--- src/rtl/fetch_pkg.sv ---
// Shared definitions for the fetch sequencer: state encoding, default opcodes and
// the bit range of the opcode field inside an instruction word.
package fetch_pkg;

  typedef logic [2:0] state_t;

  localparam state_t StIdle   = 3'd0;
  localparam state_t StFetch  = 3'd1;
  localparam state_t StWait   = 3'd2;
  localparam state_t StDecode = 3'd3;
  localparam state_t StExec   = 3'd4;
  localparam state_t StUpdate = 3'd5;
  localparam state_t StHalt   = 3'd6;
  localparam state_t StError  = 3'd7;

  localparam logic [3:0] HaltOpDefault = 4'hF;
  localparam logic [3:0] JmpOpDefault  = 4'hE;

  // Opcode field of the instruction word.
  localparam int unsigned OpHi = 15;
  localparam int unsigned OpLo = 12;

endpackage

--- src/rtl/fetch_sequencer_ack_timer.sv ---
// Memory-acknowledge watchdog: a clearable, enabled up-counter whose terminal-count
// flag rises when the count reaches TIMEOUT-1.
//   clk, re : clock and asynchronous active-high reset
//   clr     : synchronous clear (has priority over en)
//   en      : count enable
//   tc      : count == TIMEOUT-1
module ack_timer #(
  parameter int unsigned TIMEOUT = 8
) (
  input  logic clk,
  input  logic re,
  input  logic clr,
  input  logic en,
  output logic tc
);

  localparam int unsigned CW = (TIMEOUT > 2) ? $clog2(TIMEOUT) : 1;

  logic [CW-1:0] count_q;

  always_ff @(posedge clk or posedge re) begin
    if (re) begin
      count_q <= '0;
    end else if (clr) begin
      count_q <= '0;
    end else if (en) begin
      count_q <= count_q + CW'(1);
    end
  end

  assign tc = (count_q == CW'(TIMEOUT - 1));

endmodule

--- src/rtl/fetch_sequencer.sv ---
// Fetch/decode/update control FSM for a 16-bit program counter.
//   clk, re             : clock and asynchronous active-high reset
//   start, halt_req     : begin/resume fetching, halt after the current instruction retires
//   mem_ack, mem_data   : instruction memory response
//   exec_done, br_taken, br_target : datapath completion and optional redirect
//   pc_out              : PC read-back
//   mem_addr, mem_rd    : instruction memory request
//   pc_re/inc/l/w/r/cs, pc_d : PC controls and load value
//   ir, ir_valid        : instruction register and its DECODE pulse
//   instr_cnt           : retired-instruction counter
//   halted, err         : HALT / ERROR state indicators
// All control outputs are decoded from the registered state only.
module fetch_sequencer
  import fetch_pkg::*;
#(
  parameter int unsigned WIDTH   = 16,
  parameter int unsigned TIMEOUT = 8,
  parameter logic [3:0]  HALT_OP = HaltOpDefault,
  parameter logic [3:0]  JMP_OP  = JmpOpDefault
) (
  input  logic             clk,
  input  logic             re,
  input  logic             start,
  input  logic             halt_req,
  input  logic             mem_ack,
  input  logic [WIDTH-1:0] mem_data,
  input  logic             exec_done,
  input  logic             br_taken,
  input  logic [WIDTH-1:0] br_target,
  input  logic [WIDTH-1:0] pc_out,
  output logic [WIDTH-1:0] mem_addr,
  output logic             mem_rd,
  output logic             pc_re,
  output logic             pc_inc,
  output logic             pc_l,
  output logic             pc_w,
  output logic             pc_r,
  output logic             pc_cs,
  output logic [WIDTH-1:0] pc_d,
  output logic [WIDTH-1:0] ir,
  output logic             ir_valid,
  output logic [WIDTH-1:0] instr_cnt,
  output logic             halted,
  output logic             err
);

  state_t           state_q, state_d;
  logic [WIDTH-1:0] ir_q;
  logic [WIDTH-1:0] cnt_q;
  logic [WIDTH-1:0] target_q;
  logic             load_q;    // UPDATE loads target_q instead of incrementing
  logic [WIDTH-1:0] addr_q;    // fetch address held through WAIT
  logic [3:0]       op;
  logic             tc;

  assign op = ir_q[OpHi:OpLo];

  ack_timer #(
    .TIMEOUT (TIMEOUT)
  ) u_ack_timer (
    .clk (clk),
    .re  (re),
    .clr (state_q == StFetch),
    .en  ((state_q == StWait) && !mem_ack && !tc),
    .tc  (tc)
  );

  always_comb begin
    state_d = state_q;
    case (state_q)
      StIdle:   if (start) state_d = StFetch;
      StFetch:  state_d = StWait;
      StWait: begin
        // An ACK coinciding with the terminal count still wins.
        if (mem_ack)  state_d = StDecode;
        else if (tc)  state_d = StError;
      end
      StDecode: begin
        if (op == HALT_OP)     state_d = StHalt;
        else if (op == JMP_OP) state_d = StUpdate;
        else                   state_d = StExec;
      end
      StExec:   if (exec_done) state_d = StUpdate;
      StUpdate: state_d = halt_req ? StHalt : StFetch;
      StHalt:   if (start) state_d = StFetch;
      StError:  state_d = StError;
      default:  state_d = StIdle;
    endcase
  end

  always_ff @(posedge clk or posedge re) begin
    if (re) begin
      state_q  <= StIdle;
      ir_q     <= '0;
      cnt_q    <= '0;
      target_q <= '0;
      load_q   <= 1'b0;
      addr_q   <= '0;
    end else begin
      state_q <= state_d;
      if (state_q == StFetch) addr_q <= pc_out;
      if ((state_q == StWait) && mem_ack) ir_q <= mem_data;
      if ((state_q == StDecode) && (op == JMP_OP)) begin
        target_q <= {{(WIDTH-12){1'b0}}, ir_q[11:0]};
        load_q   <= 1'b1;
      end
      if ((state_q == StExec) && exec_done) begin
        if (br_taken) target_q <= br_target;
        load_q <= br_taken;
      end
      if (state_q == StUpdate) cnt_q <= cnt_q + WIDTH'(1);
    end
  end

  always_comb begin
    mem_addr = '0;
    mem_rd   = 1'b0;
    pc_re    = 1'b0;
    pc_inc   = 1'b0;
    pc_l     = 1'b0;
    pc_w     = 1'b0;
    pc_r     = 1'b0;
    pc_cs    = 1'b0;
    pc_d     = '0;
    ir_valid = 1'b0;
    halted   = 1'b0;
    err      = 1'b0;
    case (state_q)
      StIdle: begin
        pc_re = 1'b1;
        pc_w  = 1'b1;
        pc_cs = 1'b1;
      end
      StFetch: begin
        pc_r     = 1'b1;
        pc_cs    = 1'b1;
        mem_rd   = 1'b1;
        mem_addr = pc_out;
      end
      StWait: begin
        mem_rd   = 1'b1;
        mem_addr = addr_q;
      end
      StDecode: ir_valid = 1'b1;
      StUpdate: begin
        pc_w   = 1'b1;
        pc_cs  = 1'b1;
        pc_l   = load_q;
        pc_inc = !load_q;
        pc_d   = load_q ? target_q : '0;
      end
      StHalt:  halted = 1'b1;
      StError: err    = 1'b1;
      default: ;
    endcase
  end

  assign ir        = ir_q;
  assign instr_cnt = cnt_q;

endmodule

--- config.mk ---
export PLATFORM = sky130hd
export DESIGN_NAME = fetch_sequencer
export DESIGN_NICKNAME = d
export VERILOG_FILES = /design/src/rtl/fetch_pkg.sv /design/src/rtl/fetch_sequencer_ack_timer.sv /design/src/rtl/fetch_sequencer.sv
export SDC_FILE = /design/constraint.sdc
export NUM_CORES = 1
export LEC_CHECK = 0
export ABC_AREA = 1
export CORE_ASPECT_RATIO = 1.1
export CORE_UTILIZATION = 49
export CTS_CLUSTER_SIZE = 24
export DETAILED_ROUTE_END_ITERATION = 8
export GPL_TIMING_DRIVEN = 0
export PLACE_DENSITY = 0.84
export RECOVER_POWER = 50
export SYNTH_ARGS = -nofsm -noshare
export SYNTH_HDL_FRONTEND = slang
export SYNTH_HIERARCHICAL = 1
export SYNTH_SLANG_ARGS = --single-unit
--- constraint.sdc ---
create_clock -name clk -period 5.9 [get_ports clk]
set_clock_uncertainty 0.15 [all_clocks]
set_input_delay 1.18 -clock clk [delete_from_list [all_inputs] [get_ports clk]]
set_output_delay 1.18 -clock clk [all_outputs]
set_load 0.02 [all_outputs]
Word level (Yosys, flattened, before mapping). Cells that the tools add are included.

Flip-flop bits (word level): 71. Bits in latches: 0. RAM bits: 0. ROM bits: 0. Input port bits: 55. Output and inout bits: 74. Word-level logic and storage cells: 66. Memories kept: 0.

Add/sub/neg operators: 2. $mul: 0. Div/mod/pow operators: 0. $lt $le $gt $ge: 0. Equal/unequal tests: 13. Shifts and indexed selects: 0. Muxes and demuxes: 28. Bitwise gates (word level): 0. Reductions and logical operators: 16.

Operators with widths (number): $mux W16 (5); $pmux W16 S2 (1); $mux W3 (7); $pmux W3 S7 (1); $add A16 B1 Y16 const B (1); $eq A3 B3 Y1 const B (5); $mux W1 (13); $eq A4 B4 Y1 const B (2); $eq A3 B2 Y1 const B (2); $reduce_or A2 Y1 (3); $logic_and A1 B1 Y1 (5); $reduce_bool A2 Y1 (2); $add A3 B1 Y3 const B (1); $eq A3 B1 Y1 const B (1); $logic_not A1 Y1 (3); $logic_not A3 Y1 (1); $ne A3 B3 Y1 const B (1); $reduce_and A3 Y1 (1); $reduce_or A3 Y1 (1); $mux W2 (1); $ne A2 B1 Y1 const B (1); $ne A2 B2 Y1 const B (1).

Logic depth before layout (Yosys ltp). Gate-level depths: netlist of the first run.

Word-level depth: 5. Mapped depth: 9. Gate-level depth less buffers: 9.

Hierarchy. Netlist of the first run, hierarchy kept.

Modules (own cells, without submodules): fetch_sequencer (instances 1, cells each 458, area an instance 3508.4 µm², sequential area each 1701.6 µm²); ack_timer (instances 1, cells each 18, area an instance 155.1 µm², sequential area each 75.1 µm²).

Worst setup path after synthesis of the first run. Ideal clock, no wire load.

Path type: input to output. Start point: in pc_out[0]. End point: out mem_addr[0]. Data arrival time: 1696 ps. Required time: 4570 ps. Slack: 2874 ps. Cell stages on the path: 2. Path buffers: 0. Cells stage by stage: inv_1 o21ai_0.

Longest elaborated chain between the ends: 1.

Ends and longest elaborated chain: start, declared (RTL line fetch_sequencer.sv:30) `input logic [WIDTH-1:0] pc_out,`; $pmux W16 S2 (RTL line fetch_sequencer.sv:128) `case (state_q)`; end, declared (RTL line fetch_sequencer.sv:31) `output logic [WIDTH-1:0] mem_addr,`.

No other way between the ends.

Worst setup path after layout of the first run.
Start point: reg state_q[1]. End point: out mem_addr[14].

Longest elaborated chain between the ends: 2. Elaborated cells between the ends (all ways): 3. Those cells by class: 2 x eq/ne; 1 x mux.

Ends and longest elaborated chain: start, declared (RTL line fetch_sequencer.sv:47) `state_t state_q, state_d;`; start signal, assigned (RTL line fetch_sequencer.sv:93) `state_q <= StIdle;`; start signal, assigned (RTL line fetch_sequencer.sv:100) `state_q <= state_d;`; $eq A3 B2 Y1 / $eq A3 B1 Y1 (equally long branches) (RTL line fetch_sequencer.sv:128); $pmux W16 S2 (*) (RTL line fetch_sequencer.sv:128).

Every way passes the cells marked *; elsewhere a longest branch is shown, timed or not.

==> run metrics, run 1 <==
status finished with violations; failing checks DRC, capacitance limit, slew limit; postcts setup bufs 0; CP startpoint kind flip-flop; Pins Over Slew Limit 69; Peak supply drop 0.000273 V; die height 92.7 µm; Filler Cell Count between 500 and 600; max-cap viol count 1; GRT Util Overall 0.265; CP Max Fanout 10; 1st-iter DRT viols between 200 and 250; TritonCTS clock tree built; P&R area growth vs syn 41.3%; hold violation total from the final report 0; Reg-to-Reg End target_q[13]; die width 84.4 µm; Period minus WS final 4.06 ns; dominant cells by area after synthesis dfrtp_1, nand2_1, nand3_1; Hold Path Class reg -> reg; area leader, netlist dfrtp_1; Layout Nets roughly 670; Cell Rows 32; root buf cell clkbuf_8; initial antenna violation count 0; crit path launch state_q[1]; Setup crit end mem_addr[14]; gpl congestion around 0.86; starting density of the core 0.514; RSZ-0062 raised after global routing no; Slowest Stage Delay on Critical Path ~0.64 ns; period utilization 0.688; flop2flop setup slack roughly 3.7 ns; sequential share of the synthesized area 0.485; CTS buffer count 9; hold depth 2; pre-CTS WS just over 2 ns; Layout Cells excl Fill ~700; worst path bufs/invs 4; pwr/cell area 439 nW/µm²; area share of the largest cell type after synthesis 0.485; Crit path depth 6; first-pass GRT wire length between 15 and 20 mm; vias in the first global route 3484; CTS H-tree lvls 3; Syn Area/Cell around 7.7 µm²; syn_nets 534; Reg clk slew, reported paths 0.07 ns; post-cts repair resize count 0; slowest stage cell, crit path clkdlybuf4s50_1; TNS Setup 0 ns; Vias/cell ~5.1; Slew @ Worst Pin 2.98 ns; P_leak between 2 and 3 nW; Max Fclk 0.246 GHz; GR Overflow Total 0; DRT Wirelength ~9.7 mm; r2r worst-path depth 9; routed len/inst roughly 14 µm; mapped cell area around 3700 µm²; required time of the critical path approximately 4.6 ns; Worst-Skew Late Latency 0.35 ns; critical path type reg -> out; Synth Register Bits 71; critical-path cell list inv_1, nand3_1, clkbuf_1, clkbuf_1, o21ai_0, clkdlybuf4s50_1; CORE AREA 7130 µm²; # clock sinks 71; Final WS setup between 1.5 and 2 ns; Mapped Cells about 480; DRC violations left 6; Cell Count Post-Placement just under 700; cts hold-fix bufs 0; largest net degree at the start of global routing 69; Final Setup Violations 0; First-pass DRT Iterations 8; die area between 7000 and 8000 µm²; Max transition margin -0.996; hpwl dp ~7.2 mm; clk buf depth 2; CP dominant cell by count clkbuf_1; Tot Pwr approximately 2.3 mW; layout cells sized above 1 0.0470; post-route ant nets 0; ANT cells 0; vias 3548; port buffer count 127; Yosys warnings 6; Crit path arrival time 2.73 ns; unique cell type count in the Yosys netlist 25; CP Capture Type output pin; r2r startpoint state_q[0]; CP top delay family buffers and inverters; IO Pins approximately 130
## sequential cells by signal, summed over array words and instances, names as in the netlist
name and count:
target_q 16, instr_cnt 16, u_ack_timer/count_q 3, load_q 1, ir 16, state_q 3, addr_q 16
## area by class of cell
type                            instances  area (µm²)  share of cell area
Buffer                                 20         104              0.0201
Clock buffer                           14         183              0.0353
Inverter                               59         223              0.0430
Multi-Input combinational cell        326        1510               0.292
Sequential cell                        71        1780               0.343
Tap cell                               85         106              0.0206
Timing Repair Buffer                  127        1270               0.246
## cell usage in the layout (no fill, tap or decap)
master	Yosys	routed
clkinvlp_2	0	1
nand4_1	4	4
buf_2	9	5
nand2_4	1	1
nand3_1	43	45
clkbuf_8	0	13
ha_1	3	3
clkbuf_1	5	12
xor2_1	5	5
dlygate4sd3_1	0	11
nor3_4	2	2
inv_2	4	2
nand2_1	163	164
nor2_1	41	43
nor3_2	1	1
buf_6	2	2
buf_4	4	2
nand3b_1	13	13
xnor2_1	7	7
inv_1	55	56
o21ai_0	33	33
a21oi_1	4	4
dfrtp_1	71	71
clkdlybuf4s50_1	0	116
nor3_1	1	1
## metal layers
layer	track usage	vias to the layer above	part of all wire
met5	0	-	0
met3	0.0392	21	0.056
met1	0.333	1666	0.42
li1	-	1746	-
met2	0.454	115	0.50
met4	0.120	0	0.024
## power by group
part           leakage, nW  switching [mW]  internal, mW  total (mW)
clock network       0.0946           0.170         0.195       0.364
logic                 1.59           0.646         0.470        1.12
registers            0.908           0.122         0.671       0.793
total                 2.59           0.938          1.33        2.27
## worst register-to-register path: cells and delay by family, from the launching register on
family,cells,cell delay (ns)
DFF,1,0.38
and+or+nand+nor,5,0.70
buffers and inverters,4,0.87
## cells in the mapped netlist
cell,instances
nand3_1,43
o21ai_0,33
nand2_1,163
a21oi_1,4
buf_6,2
clkbuf_1,5
nor2_4,1
nand4_1,4
nand3_4,2
dfrtp_1,71
nor3_2,1
nor2_1,41
nand2_4,1
xor2_1,5
nor2_2,1
inv_1,55
nor3_1,1
xnor2_1,7
nand2_2,1
ha_1,3
nand3b_1,13
inv_2,4
buf_4,4
buf_2,9
nor3_4,2
## cells by family after synthesis
group / count (synthesis) / synth area share
AND/OR/NAND/NOR: 274 / 0.333
XOR/XNOR: 12 / 0.0287
buffers and inverters: 79 / 0.0922
AO/OA/AOI/OAI: 37 / 0.0505
flip-flops: 71 / 0.485
adder cells (fa/ha/maj): 3 / 0.0102
## metrics by stage
stage / hold WS (ns) / area [µm²] / utilization
detailed placement: 0.324 / 5040 / 0.708
global placement: 0.309 / 5040 / 0.707
finish: 0.336 / 5170 / 0.726
global route: 0.356 / 5170 / 0.726
floorplan: 0.296 / 3660 / -
CTS: 0.338 / 5230 / 0.733
## how the worst min path moves through the flow
stage / startpoint / to / slack, ns
final: u_ack_timer/count_q[1] / u_ack_timer/count_q[1] / 0.34
after CTS: u_ack_timer/count_q[1] / u_ack_timer/count_q[1] / 0.34
after floorplan: u_ack_timer/count_q[1] / u_ack_timer/count_q[1] / 0.30
after detailed placement: u_ack_timer/count_q[1] / u_ack_timer/count_q[1] / 0.32
after global routing: u_ack_timer/count_q[1] / u_ack_timer/count_q[1] / 0.36
after global placement: u_ack_timer/count_q[1] / u_ack_timer/count_q[1] / 0.31
Note: power is estimated with default switching activity, not from simulation.
==> run 2: changes to the inputs <==
Settings changed: CORE_UTILIZATION 49 to 45, PLACE_DENSITY 0.84 to 0.78.
Clock period 5.9 ns to 3.8 ns, I/O delays scaled along.
==> run 2 against run 1 <==
Against the previous run:
- the flow now finishes without violations
- combinational power increased by 53%
- flip-flop and latch count is the same
- non-clock buffer count stayed put
- design area is 0.77% higher
- core utilization is 6.7 points lower
- count of clock-buffer cells in the layout fell by 2
- die area grew 8.7%
==> run metrics, run 2 (same netlist as run 1, synthesis figures left out) <==
RSZ-0062 raised after global routing no; first-pass GRT wire length roughly 15 mm; Cell Rows 34; post-cts repair resize count 0; Vias/cell 4.75; die height approximately 97 µm; Reg clk slew, reported paths roughly 0.070 ns; period utilization 0.906; CP Capture Type output pin; cts hold-fix bufs 0; commonest cells after routing, fill and taps aside nand2_1, clkdlybuf4s50_1, dfrtp_1; Tot Pwr 3.51 mW; die area about 8500 µm²; pwr/cell area between 600 and 700 nW/µm²; Post-DP Area around 5100 µm²; Peak supply drop 0.000483 V; Hold Path Class reg -> reg; Period minus WS final between 3 and 4 ns; required time of the critical path between 2 and 3 ns; final hold slack around 0.34 ns; First-pass DRT Iterations 5; TNS Setup 0 ns; ANT cells 0; vias in the first global route between 3000 and 4000; DRT Wirelength just over 9 mm; Worst-Skew Late Latency roughly 0.34 ns; critical path type reg -> out; TritonCTS clock tree built; routed len/inst between 10 and 15 µm; gpl congestion between 0.8 and 0.9; P&R area growth vs syn 42.3%; Pins Over Slew Limit 0; P_leak approximately 2.6 nW; post-route ant nets 0; postcts setup bufs 0; status complete, no violations; Crit path arrival time 2.53 ns; CORE AREA between 7000 and 8000 µm²; 1st-iter DRT viols 143; CP startpoint kind flip-flop; DRC violations left 0; die width ~88 µm; largest net degree at the start of global routing 69; initial antenna violation count 0; clk buf depth 2; GR Overflow Total 0; Layout Nets 672; CP Max Fanout 10; GRT Util Overall 0.229; port buffer count ~130; Filler Cell Count 730; # clock sinks 71; design area between 5000 and 6000 µm²; Final Setup Violations 0; layout cells sized above 1 0.0501; vias between 3000 and 4000; hpwl dp ~7 mm; commonest non-fill, non-tap cell in the layout nand2_1; Max Fclk a little under 0.3 GHz; starting density of the core 0.463; Slew @ Worst Pin roughly 1.4 ns; max-cap viol count 0; hold violation total from the final report 0; CTS buffer count 9; root buf cell clkbuf_8; IO Pins approximately 130; Max transition margin 0.0484; Cell Count Post-Placement ~710; Layout Cells excl Fill a little over 700; CTS H-tree lvls 3
run 2: cell types whose count changed in the layout (fill, tap and decap cells not counted), moves of 3 or more:
cell / previous run / this run
clkbuf_8: 13 / 10
clkdlybuf4s50_1: 116 / 125
clkinv_2: 0 / 3
dlygate4sd3_1: 11 / 2
run 2: metrics by stage:
step                      worst slack [ns]   util
after floorplan                       1.18      -
after global placement             -0.0497  0.641
after detailed placement             0.742  0.641
after CTS                            0.410  0.665
after global routing                 0.171  0.659
final                                0.356  0.659
run 2: cell type report:
type                            count  area (µm²)  share of cell area
Buffer                             20         106              0.0204
Clock buffer                       12         145              0.0278
Clock inverter                      4        45.0             0.00864
Inverter                           59         221              0.0425
Multi-Input combinational cell    326        1510               0.290
Sequential cell                    71        1780               0.341
Tap cell                          108         135              0.0259
Timing Repair Buffer              127        1270               0.244
run 2: layer usage:
metal  wire length (µm)  global-route usage
met2               4430               0.369
met4                237              0.0968
met1               4030               0.299
met3                470              0.0461
met5                  0                   0
run 2: critical path, cell delays in order, from the launching register on:
cell and delay (ns):
dfrtp_1 0.42, inv_1 0.23, nand3_1 0.21, clkbuf_1 0.28, buf_4 0.24, o21ai_0 0.19, clkdlybuf4s50_1 0.64
run 2: power by group:
| group | total (mW) | leakage (nW) | switching [mW] | internal, mW |
|---|---|---|---|---|
| sequential | 1.22 | 0.908 | 0.180 | 1.04 |
| clock | 0.583 | 0.100 | 0.265 | 0.318 |
| combinational | 1.71 | 1.59 | 0.976 | 0.735 |
| total | 3.51 | 2.60 | 1.42 | 2.09 |
run 2: final timing paths:
kind                       cells after the start                     end  slack (ns)  startpoint
min                                            2               addr_q[5]        0.34   addr_q[5]
min reg2reg                                    2               addr_q[5]        0.34   addr_q[5]
min in group asynchronous                      2  u_ack_timer/count_q[1]        0.64          re
max in group asynchronous                      2            target_q[15]        1.46          re
max                                            6            mem_addr[14]        0.36  state_q[1]
max reg2reg                                    9            target_q[12]        1.68  state_q[0]
